### config.mk
export PLATFORM = sky130hd
export DESIGN_NAME = alu_param
export DESIGN_NICKNAME = d
export VERILOG_FILES = /design/src/rtl/alu_param_pkg.sv /design/src/rtl/alu_div_seq.sv /design/src/rtl/alu_param.sv
export SDC_FILE = /design/constraint.sdc
export NUM_CORES = 1
export LEC_CHECK = 0
export BUFFER_PORTS_ARGS = -buffer_cell sky130_fd_sc_hd__buf_2
export CORE_ASPECT_RATIO = 1.2
export CORE_MARGIN = 1
export CORE_UTILIZATION = 40
export CTS_CLUSTER_SIZE = 14
export DETAILED_ROUTE_END_ITERATION = 6
export PLACE_DENSITY = 0.68
export SYNTH_ARGS = -nofsm -noshare
export SYNTH_HDL_FRONTEND = slang
export SYNTH_SLANG_ARGS = --single-unit
### constraint.sdc
create_clock -name clk -period 5.55 [get_ports clk]
set_input_delay 0.555 -clock clk [delete_from_list [all_inputs] [get_ports clk]]
set_output_delay 0.555 -clock clk [all_outputs]
set_load 0.02 [all_outputs]
### src/rtl/alu_param_pkg.sv
// alu_param_pkg -- shared definitions for the parameterised ALU.
//   Opcode constants for the 4-bit opt field and the controller state
//   encoding used by alu_param.
package alu_param_pkg;

    localparam logic [3:0] OP_ADD  = 4'h0;
    localparam logic [3:0] OP_SUB  = 4'h1;
    localparam logic [3:0] OP_MUL  = 4'h2;
    localparam logic [3:0] OP_DIV  = 4'h3;
    localparam logic [3:0] OP_SHL  = 4'h4;
    localparam logic [3:0] OP_SHR  = 4'h5;
    localparam logic [3:0] OP_ROTL = 4'h6;
    localparam logic [3:0] OP_ROTR = 4'h7;
    localparam logic [3:0] OP_AND  = 4'h8;
    localparam logic [3:0] OP_OR   = 4'h9;
    localparam logic [3:0] OP_XOR  = 4'hA;
    localparam logic [3:0] OP_NOR  = 4'hB;
    localparam logic [3:0] OP_NAND = 4'hC;
    localparam logic [3:0] OP_XNOR = 4'hD;
    localparam logic [3:0] OP_NOT  = 4'hE;
    localparam logic [3:0] OP_ILL  = 4'hF;

    typedef enum logic [1:0] {
        ST_IDLE = 2'd0,
        ST_DIV  = 2'd1,
        ST_DONE = 2'd2
    } alu_state_t;

endpackage

### src/rtl/alu_div_seq.sv
// alu_div_seq -- iterative restoring divider, one quotient bit per cycle.
//   clk, reset (async, active-low)
//   start     : load a/b and perform the first iteration on this edge
//   a, b      : dividend / divisor (b must be nonzero; the caller filters b == 0)
//   done      : one-cycle pulse, quotient/remainder valid while it is high
//   quotient, remainder : results
// Latency: start edge plus W-1 further edges of iteration; done is high
// in the cycle after the last iteration, i.e. W cycles after start.
module alu_div_seq
    import alu_param_pkg::*;
#(
    parameter int W = 8
) (
    input  logic         clk,
    input  logic         reset,
    input  logic         start,
    input  logic [W-1:0] a,
    input  logic [W-1:0] b,
    output logic         done,
    output logic [W-1:0] quotient,
    output logic [W-1:0] remainder
);

    localparam int CW = $clog2(W + 1);

    logic [W-1:0]  rem_q, quo_q, div_q;
    logic [CW-1:0] cnt_q;
    logic          done_q;

    logic [W-1:0]  src_rem, src_quo, src_div;
    logic [W:0]    shifted, trial;
    logic          ge;
    logic [W-1:0]  rem_nx, quo_nx;

    // The first iteration runs straight off the input operands so the
    // start edge already does useful work.
    always_comb begin
        src_rem = start ? '0 : rem_q;
        src_quo = start ? a  : quo_q;
        src_div = start ? b  : div_q;
        shifted = {src_rem, src_quo[W-1]};
        trial   = shifted - {1'b0, src_div};
        ge      = ~trial[W];
        rem_nx  = ge ? trial[W-1:0] : shifted[W-1:0];
        quo_nx  = {src_quo[W-2:0], ge};
    end

    always_ff @(posedge clk or negedge reset) begin
        if (!reset) begin
            rem_q  <= '0;
            quo_q  <= '0;
            div_q  <= '0;
            cnt_q  <= '0;
            done_q <= 1'b0;
        end else if (start) begin
            rem_q  <= rem_nx;
            quo_q  <= quo_nx;
            div_q  <= b;
            cnt_q  <= CW'(W - 1);
            done_q <= 1'b0;
        end else if (cnt_q != '0) begin
            rem_q  <= rem_nx;
            quo_q  <= quo_nx;
            cnt_q  <= cnt_q - CW'(1);
            done_q <= (cnt_q == CW'(1));
        end else begin
            done_q <= 1'b0;
        end
    end

    assign done      = done_q;
    assign quotient  = quo_q;
    assign remainder = rem_q;

endmodule

### src/rtl/alu_param.sv
// alu_param -- parameterised ALU with valid/ready handshake and an
// optional iterative divider.
//   clk, reset (async, active-low)
//   in_valid / in_ready   : request handshake, opt/A/B taken on accept
//   out_valid / out_ready : result handshake, Res/flags held until taken
//   Res (2W)              : result; carry, zero, err flags
// Parameters: W operand width (4..32), DIV_EN enables opcode 3.
//
// state   | meaning
// --------+-------------------------------------------------
// IDLE    | waiting for a request, in_ready high
// DIV     | divider iterating, result not yet available
// DONE    | Res/flags valid, out_valid high until out_ready
module alu_param
    import alu_param_pkg::*;
#(
    parameter int W      = 8,
    parameter bit DIV_EN = 1'b1
) (
    input  logic           clk,
    input  logic           reset,
    input  logic           in_valid,
    output logic           in_ready,
    input  logic [3:0]     opt,
    input  logic [W-1:0]   A,
    input  logic [W-1:0]   B,
    output logic           out_valid,
    input  logic           out_ready,
    output logic [2*W-1:0] Res,
    output logic           carry,
    output logic           zero,
    output logic           err
);

    alu_state_t state_q, state_d;

    logic [W:0]     sum;
    logic [2*W-1:0] prod;
    logic [2*W-1:0] calc_res;
    logic           calc_carry, calc_err;
    logic           start_div;

    logic [2*W-1:0] res_d, res_q;
    logic           carry_d, err_d;
    logic           carry_q, zero_q, err_q;
    logic           load_res;
    logic           div_start;

    logic           div_done;
    logic [W-1:0]   div_quo, div_rem;

    assign sum  = {1'b0, A} + {1'b0, B};
    assign prod = {{W{1'b0}}, A} * {{W{1'b0}}, B};

    // Single-cycle result for whatever is on the inputs; only captured
    // on an accept edge.
    always_comb begin
        calc_res   = '0;
        calc_carry = 1'b0;
        calc_err   = 1'b0;
        case (opt)
            OP_ADD: begin
                calc_res   = {{(W-1){1'b0}}, sum};
                calc_carry = sum[W];
            end
            OP_SUB: begin
                calc_res   = {{W{1'b0}}, A - B};
                calc_carry = (A < B);
            end
            OP_MUL:  calc_res = prod;
            OP_DIV: begin
                // Only the faulting cases land here; a real divide goes
                // through the DIV state instead.
                if (!DIV_EN) begin
                    calc_err = 1'b1;
                end else if (B == '0) begin
                    calc_res = '1;
                    calc_err = 1'b1;
                end
            end
            OP_SHL:  calc_res = {{W{1'b0}}, A[W-2:0], 1'b0};
            OP_SHR:  calc_res = {{W{1'b0}}, 1'b0, A[W-1:1]};
            OP_ROTL: calc_res = {{W{1'b0}}, A[W-2:0], A[W-1]};
            OP_ROTR: calc_res = {{W{1'b0}}, A[0], A[W-1:1]};
            OP_AND:  calc_res = {{W{1'b0}}, A & B};
            OP_OR:   calc_res = {{W{1'b0}}, A | B};
            OP_XOR:  calc_res = {{W{1'b0}}, A ^ B};
            OP_NOR:  calc_res = {{W{1'b0}}, ~(A | B)};
            OP_NAND: calc_res = {{W{1'b0}}, ~(A & B)};
            OP_XNOR: calc_res = {{W{1'b0}}, ~(A ^ B)};
            OP_NOT:  calc_res = {{W{1'b0}}, ~A};
            default: calc_err = 1'b1;
        endcase
    end

    assign start_div = DIV_EN && (opt == OP_DIV) && (B != '0);

    always_ff @(posedge clk or negedge reset) begin
        if (!reset) begin
            state_q <= ST_IDLE;
        end else begin
            state_q <= state_d;
        end
    end

    always_comb begin
        state_d   = state_q;
        load_res  = 1'b0;
        div_start = 1'b0;
        res_d     = calc_res;
        carry_d   = calc_carry;
        err_d     = calc_err;
        case (state_q)
            ST_IDLE: begin
                if (in_valid) begin
                    if (start_div) begin
                        state_d   = ST_DIV;
                        div_start = 1'b1;
                    end else begin
                        state_d  = ST_DONE;
                        load_res = 1'b1;
                    end
                end
            end
            ST_DIV: begin
                if (div_done) begin
                    state_d  = ST_DONE;
                    load_res = 1'b1;
                    res_d    = {div_rem, div_quo};
                    carry_d  = 1'b0;
                    err_d    = 1'b0;
                end
            end
            ST_DONE: begin
                if (out_ready) begin
                    state_d = ST_IDLE;
                end
            end
            default: state_d = ST_IDLE;
        endcase
    end

    // zero is registered alongside Res so that reset can force it low
    // even though Res is also cleared.
    always_ff @(posedge clk or negedge reset) begin
        if (!reset) begin
            res_q   <= '0;
            carry_q <= 1'b0;
            zero_q  <= 1'b0;
            err_q   <= 1'b0;
        end else if (load_res) begin
            res_q   <= res_d;
            carry_q <= carry_d;
            zero_q  <= (res_d == '0);
            err_q   <= err_d;
        end
    end

    generate
        if (DIV_EN) begin : g_div
            alu_div_seq #(.W(W)) u_div (
                .clk       (clk),
                .reset     (reset),
                .start     (div_start),
                .a         (A),
                .b         (B),
                .done      (div_done),
                .quotient  (div_quo),
                .remainder (div_rem)
            );
        end else begin : g_nodiv
            assign div_done = 1'b0;
            assign div_quo  = '0;
            assign div_rem  = '0;
        end
    endgenerate

    assign in_ready  = (state_q == ST_IDLE);
    assign out_valid = (state_q == ST_DONE);
    assign Res       = res_q;
    assign carry     = carry_q;
    assign zero      = zero_q;
    assign err       = err_q;

endmodule

==> results of run 1 <==
## power groups by stage
stage                     Combinational [mW]  Sequential [mW]  Clock (mW)
final                                   1.61            0.607       0.357
after global routing                    1.81            0.623       0.372
after CTS                               1.61            0.606       0.361
after global placement                  1.57            0.610           0
after floorplan                         1.14            0.613           0
after detailed placement                1.60            0.611           0
## flip-flops by register name, summed over array words and instances, names as in the netlist
signal                 cells
Res                       16
g_div.u_div.div_q          8
g_div.u_div.quotient       8
g_div.u_div.remainder      8
g_div.u_div.cnt_q          4
state_q                    2
carry                      1
err                        1
g_div.u_div.done           1
zero                       1
## per-stage QoR
stage | power, mW | instance area [um2]
after global routing | 2.803 | 7420
after global placement | 2.175 | 7248
final | 2.573 | 7420
after CTS | 2.577 | 7418
after floorplan | 1.754 | 6638
after detailed placement | 2.210 | 7248
## worst paths after layout
path                                       endpoint  startpoint
setup / recovery                               zero        B[3]
hold / removal                 g_div.u_div.cnt_q[3]       reset
setup reg to reg           g_div.u_div.remainder[1]  state_q[0]
hold reg to reg                              Res[3]      Res[3]
max in group asynchronous                    Res[2]       reset
min in group clk                             Res[3]      Res[3]
## synth_stat cells (11+ instances only)
master,count
o21ai_0,53
inv_1,85
nor2_1,89
nand3_1,14
a31oi_1,15
a21oi_1,30
a211oi_1,13
ha_1,70
and2_1,11
fa_1,39
clkbuf_1,20
mux2i_1,29
nor2b_1,14
xnor2_1,11
nand2_1,84
dfrtp_1,50
## routing by layer
metal  GRT usage [%]  vias to the layer above  part of all wire [%]
li1                -                     2952                     -
met1           31.73                     3044                    41
met2           41.28                      267                    48
met3           2.077                       75                   6.0
met4           13.22                        0                   4.8
met5               0                        -                     0
## logic make-up (layout without fill, tap and decap cells)
group / after synthesis / count (layout) / share of synthesized area, %
compound gates: 182 / 182 / 18.04
simple gates: 289 / 289 / 21.60
mux: 39 / 39 / 6.070
buf+inv: 124 / 179 / 7.465
flops: 50 / 50 / 18.85
xor+xnor: 22 / 22 / 3.016
fa+ha+maj: 109 / 109 / 24.96
## final cells by class
cell class / instances / area [um2] / area share [%]
multi-input cells: 641 / 4897 / 66.00
inverters: 90 / 337.8 / 4.553
clock buffers: 5 / 125.1 / 1.686
clock inverters: 3 / 45.04 / 0.6071
repair buffers: 81 / 498.0 / 6.712
well taps: 212 / 265.3 / 3.575
flip-flops and latches: 50 / 1251 / 16.86
## worst max-delay path, cell delays in order
cell,delay [ns]
buf_2,0.11
inv_1,0.21
nor2_1,0.10
fa_1,0.44
fa_1,0.55
inv_1,0.05
fa_1,0.46
fa_1,0.55
inv_1,0.04
ha_1,0.25
a211oi_1,0.39
o21ai_0,0.27
a2111oi_1,0.39
buf_4,0.18
o31ai_1,0.07
a21oi_1,0.18
xnor2_1,0.18
o22ai_1,0.12
o41ai_2,0.34
## repair_timing
action,CTS,global route
hold buffers,0,0
endpoints found under the setup margin,0,1
gates resized for setup,0,1
buffers inserted,0,0
==> summary.md, run 1 <==
| Metric | Value |
|---|---|
| Reg2reg setup slack | `1.30 ns` |
| Slew @ Worst Pin | `roughly 1.2 ns` |
| Layout Cells excl Fill | `1082` |
| First drt pass iteration count | `5` |
| Worst-path clk slew | `~0.070 ns` |
| Setup Crit Path Kind | `primary input to flop` |
| Congestion Overflow GR | `0` |
| Post-route setup slack | `between 0.3 and 0.4 ns` |
| Max Cap Viol | `0` |
| Finished Core Util | `a little under half` |
| Core box area | `16210 um2` |
| Share of cells above drive strength 1 | `between 10% and 20%` |
| Most used flip-flop cell after synthesis | `dfrtp_1` |
| H-tree lvl count | `2` |
| TritonCTS clock tree | `yes` |
| Initial DRC count | `about 580` |
| Hold crit path type | `primary input to async pin` |
| Unrepaired setup endpoints after global routing | `no` |
| Initial antenna violation count | `0` |
| Clock Tree Root | `clkbuf_16` |
| Worst setup EP type | `flop` |
| Routed WL | `20850 um` |
| Unique cell type count in the Yosys netlist | `74` |
| Minimum clock period | `~5.2 ns` |
| Flop pwr share | `a little under a quarter` |
| Post-synth EDFFs | `0` |
| Pleak | `~3.6 nW` |
| Worst skew pair latency | `a little under 0.3 ns` |
| Critical Path Fanout Max | `6` |
| # setup viols final | `0` |
| Syn Area/Cell | `8.144 um2` |
| Avg WL per Cell | `19.27 um` |
| Period utilisation layout | `94.39%` |
| Vias per inst | `5.858` |
| Die area | `~17000 um2` |
| Number of fill cells | `~1600` |
| #FFs+latches synth | `50` |
| Final setup skew | `approximately 0.007 ns` |
| Logic pwr share | `between 60% and 70%` |
| Max Fclk | `roughly 190 MHz` |
| Starting density of the core | `approximately 40%` |
| Rel. slew slack | `between 10% and 20%` |
| Half-perimeter wire length after placement | `~16000 um` |
| Area contributors post-synth | `dfrtp_1 19%, ha_1 13%, fa_1 12%, nor2_1 5.0%, inv_1 4.8%` |
| Post-Syn Nets | `948` |
| Die H | `roughly 140 um` |
| Total GRT Usage | `about a quarter` |
| Dpl cells | `between 1000 and 1500` |
| Maximum number of pins on one net before global-route repair | `51` |
| Final hold violations | `0` |
| Peak VDD IR | `roughly 0.33 mV` |
| Via Count | `around 6300` |
| N_diodes | `0` |
| Highest-count cells in the layout ignoring fill and taps | `89 x nor2_1, 85 x inv_1, 84 x nand2_1` |
| Final nets | `around 1000` |
| Routability Congestion | `between 0.9 and 1` |
| CP Launch Type | `primary input` |
| Cell Area, Synth | `6638 um2` |
| Number of global-route vias before repair | `roughly 6200` |
| Internal power | `between 1 and 1.5 mW` |
| Clock share of power | `13.9%` |
| # DRC | `0` |
| Cell Rows | `51` |
| Final hold slack | `between 0.3 and 0.4 ns` |
| WP data required | `about 5.8 ns` |
| Pins Over Slew Limit | `0` |
| Sw Pwr | `between 1 and 1.5 mW` |
| Post-DRT Antenna Nets | `0` |
| Leading area contributor after synthesis | `dfrtp_1` |
| Synthesized instance count | `815` |
| Die Wd | `roughly 120 um` |
| Area grow syn2layout | `11.78%` |
| Setup tns final | `0 ns` |
| Post-Place Setup Slack | `~0.071 ns` |
| Pwr Density | `roughly 350 nW/um2` |
| Post-synth ARST share | `100.0%` |
| Status | `complete, no violations` |
| Register area share after synthesis | `between 10% and 20%` |
| I/O Buffers | `between 40 and 50` |
| Worst-case clock buffer depth | `2` |
| First-pass GRT wire length | `32980 um` |
| Top cell type's share of synthesized area | `between 10% and 20%` |
| Clock sinks | `50` |
| CP arrival | `~5.4 ns` |
| Ys Warns | `0` |
| Leading cell type in the layout, fill and taps excluded | `nor2_1` |
| Sw Ratio | `a little under half` |
| Num CTS Buffers | `5` |
| Worst R2R Path Depth | `14` |
| Io pins | `45` |
Note: power is estimated with default switching activity, not from simulation.
==> run 2, diff against run 1 <==
- ABC_AREA: default -> 1
==> summary.md, run 2 <==
| Metric | Value |
|---|---|
| Total GRT Usage | `23.66% (-1.1 points)` |
| Initial DRC count | `597 (+3.5%)` |
| Pleak | `4.422 nW (+24%)` |
| Post-Place Setup Slack | `0.4114 ns (+0.3404 ns)` |
| Number of global-route vias before repair | `6377 (+2.2%)` |
| Cell Area, Synth | `6913 um2 (+4.1%)` |
| N_diodes | `0 (unchanged)` |
| Synth top cells by count | `309 x nand2_1, 207 x inv_1, 106 x nor2_1` |
| CP Launch Type | `primary input` |
| Area contributors post-synth | `dfrtp_1 18%, nand2_1 17%, ha_1 13%, fa_1 11%, inv_1 11%` |
| First drt pass iteration count | `5 (unchanged)` |
| Post-synth ARST share | `100.0% (unchanged)` |
| Unique cell type count in the Yosys netlist | `38 (-49%)` |
| Minimum clock period | `4.811 ns (-0.4273 ns)` |
| Highest-count cells in the layout ignoring fill and taps | `309 x nand2_1, 207 x inv_1, 106 x nor2_1` |
| Die Wd | `122.0 um (+2.0%)` |
| #FFs+latches synth | `50 (unchanged)` |
| Final nets | `1233 (+23%)` |
| Status | `complete, no violations` |
| Max Cap Viol | `0 (unchanged)` |
| Cell Rows | `52 (+2.0%)` |
| Pins Over Slew Limit | `0 (unchanged)` |
| Synthesized instance count | `1078 (+32%)` |
| Layout Cells excl Fill | `1317 (+22%)` |
| # DRC | `0 (unchanged)` |
| Post-Syn Nets | `1211 (+28%)` |
| Share of cells above drive strength 1 | `7.539% (-5.8 points)` |
| Max Fclk | `207.9 MHz (+8.9%)` |
| Power Total | `2.560 mW (-0.52%)` |
| Clock sinks | `50 (unchanged)` |
| Ys Warns | `0 (unchanged)` |
| Dpl cells | `1309 (+22%)` |
| Number of fill cells | `1800 (+9.8%)` |
| Maximum number of pins on one net before global-route repair | `51 (unchanged)` |
| Top cell type's share of synthesized area | `18.10% (-0.75 points)` |
| Worst skew pair latency | `0.30 ns (about the same)` |
| Routed WL | `20450 um (-1.9%)` |
| Congestion Overflow GR | `0 (unchanged)` |
| Postcts setup bufs | `0 (unchanged)` |
| Largest register FFs | `16 (unchanged)` |
| Clock Tree Root | `clkbuf_16` |
| Area grow syn2layout | `7.584%` |
| Die area | `17810 um2 (+4.1%)` |
| Core box area | `16920 um2 (+4.4%)` |
| Register area share after synthesis | `18.10% (-0.75 points)` |
| Post-route setup slack | `0.7389 ns (+0.4273 ns)` |
| Num CTS Buffers | `5 (unchanged)` |
| Most used flip-flop cell after synthesis | `dfrtp_1` |
| Rel. slew slack | `25.81% (+7.0 points)` |
| Worst setup EP type | `flop` |
| Critical Path Fanout Max | `11 (+5)` |
| Unrepaired setup endpoints after global routing | `no` |
| CTS resizes | `0 (unchanged)` |
| CP arrival | `5.00 ns (-0.44 ns)` |
| Cell with the most instances after synthesis | `nand2_1` |
| Final hold violations | `0 (unchanged)` |
| Post-synth EDFFs | `0 (unchanged)` |
| Slew @ Worst Pin | `1.113 ns (-0.09357 ns)` |
| Pwr Density | `344.2 nW/um2 (-0.76%)` |
| Vias per inst | `5.144 (-12%)` |
| Leading cell type in the layout, fill and taps excluded | `nand2_1` |
| Syn Area/Cell | `6.413 um2 (-21%)` |
| Io pins | `45 (unchanged)` |
| Leading area contributor after synthesis | `dfrtp_1` |
| Setup tns final | `0 ns (unchanged)` |
| CTS Hold Buffers Added | `0 (unchanged)` |
| Peak VDD IR | `0.2522 mV (-23%)` |
| Final setup skew | `0.01111 ns (+0.004106 ns)` |
| TritonCTS clock tree | `yes` |
| Worst-case clock buffer depth | `2 (unchanged)` |
| # setup viols final | `0 (unchanged)` |
| Post-DRT Antenna Nets | `0 (unchanged)` |
| Initial antenna violation count | `0 (unchanged)` |
| Period utilisation layout | `86.69% (-7.7 points)` |
| Hold crit path type | `primary input to async pin` |
| Setup Crit Path Kind | `primary input to flop` |
| First-pass GRT wire length | `32830 um (-0.44%)` |
| Worst-path clk slew | `0.08 ns (about the same)` |
| Finished Core Util | `43.96% (-1.8 points)` |
| Via Count | `6775 (+6.9%)` |
| Avg WL per Cell | `15.53 um (-19%)` |
| H-tree lvl count | `2 (unchanged)` |
| Starting density of the core | `40.87% (-0.087 points)` |
| Routability Congestion | `0.9910 (+0.54%)` |
| Half-perimeter wire length after placement | `16640 um (+1.5%)` |
| WP data required | `5.74 ns (about the same)` |
| Die H | `146.0 um (+2.0%)` |
| I/O Buffers | `44 (unchanged)` |
[run 2: cell count changes after synthesis, moves of 14 or more]
cell / before / now
nor2_1: 89 / 106
nor2b_1: 14 / 0
nand3_1: 14 / 71
mux2i_1: 29 / 0
nand2_1: 84 / 309
inv_1: 85 / 207
[run 2: logic make-up after synthesis]
group / after synthesis / share of synthesized area, %
fa+ha+maj: 109 / 23.96
xor+xnor: 10 / 1.267
buf+inv: 251 / 14.23
simple gates: 531 / 32.04
flops: 50 / 18.10
compound gates: 127 / 10.41
[run 2: worst paths after layout]
kind / start / end / slack, ns / cells after the start
max in group asynchronous: reset / g_div.u_div.cnt_q[0] / 4.74 / 2
hold reg to reg: Res[9] / Res[9] / 0.48 / 2
setup reg to reg: state_q[0] / g_div.u_div.remainder[4] / 1.93 / 17
setup / recovery: A[0] / zero / 0.74 / 24
min in group clk: Res[9] / Res[9] / 0.48 / 2
hold / removal: reset / zero / 0.37 / 2
[run 2: area by class of cell]
cell class	instances	area, um2	share of cell area, %
clock inverter	3	28.78	0.3869
timing repair buffer	52	280.3	3.769
tap	216	270.3	3.634
sequential	50	1251	16.82
inverter	214	803.3	10.80
clock buffer	5	125.1	1.682
multi-input combinational	777	4678	62.90
[run 2: power breakdown]
part / leakage (nW) / switching [mW] / internal (mW)
Sequential: 0.620 / 0.0706 / 0.508
Combinational: 3.73 / 1.06 / 0.601
Clock: 0.0759 / 0.147 / 0.172
Total: 4.42 / 1.28 / 1.28
[run 2: critical path, cell delays in order]
cell,delay (ns)
buf_2,0.22
nand2_1,0.12
fa_1,0.51
fa_1,0.55
inv_1,0.06
fa_1,0.53
inv_1,0.06
fa_1,0.54
inv_1,0.04
ha_1,0.35
a21oi_1,0.24
nor2_1,0.07
nor2_1,0.08
nand2_1,0.09
nand2_1,0.07
nand3_1,0.08
nand2_1,0.07
nand2_1,0.04
o21ai_0,0.29
nand2_1,0.08
o21ai_0,0.15
nor2_1,0.08
nand2_1,0.07
nand2_1,0.04
[run 2: stage by stage]
| step | hold WS (ns) | area (um2) |
|---|---|---|
| CTS | 0.3897 | 7437 |
| floorplan | 0.2594 | 6913 |
| finish | 0.3676 | 7437 |
| global route | 0.4357 | 7437 |
| global placement | 0.4607 | 7283 |
| detailed placement | 0.4710 | 7283 |
[run 2: metal layers]
layer / global-route usage [%] / routed length, um / vias up
met5: 0 / 0 / -
met4: 9.691 / 843 / 0
met3: 1.367 / 854 / 48
met2: 39.10 / 9947 / 193
met1: 31.94 / 8805 / 3151
li1: - / - / 3383
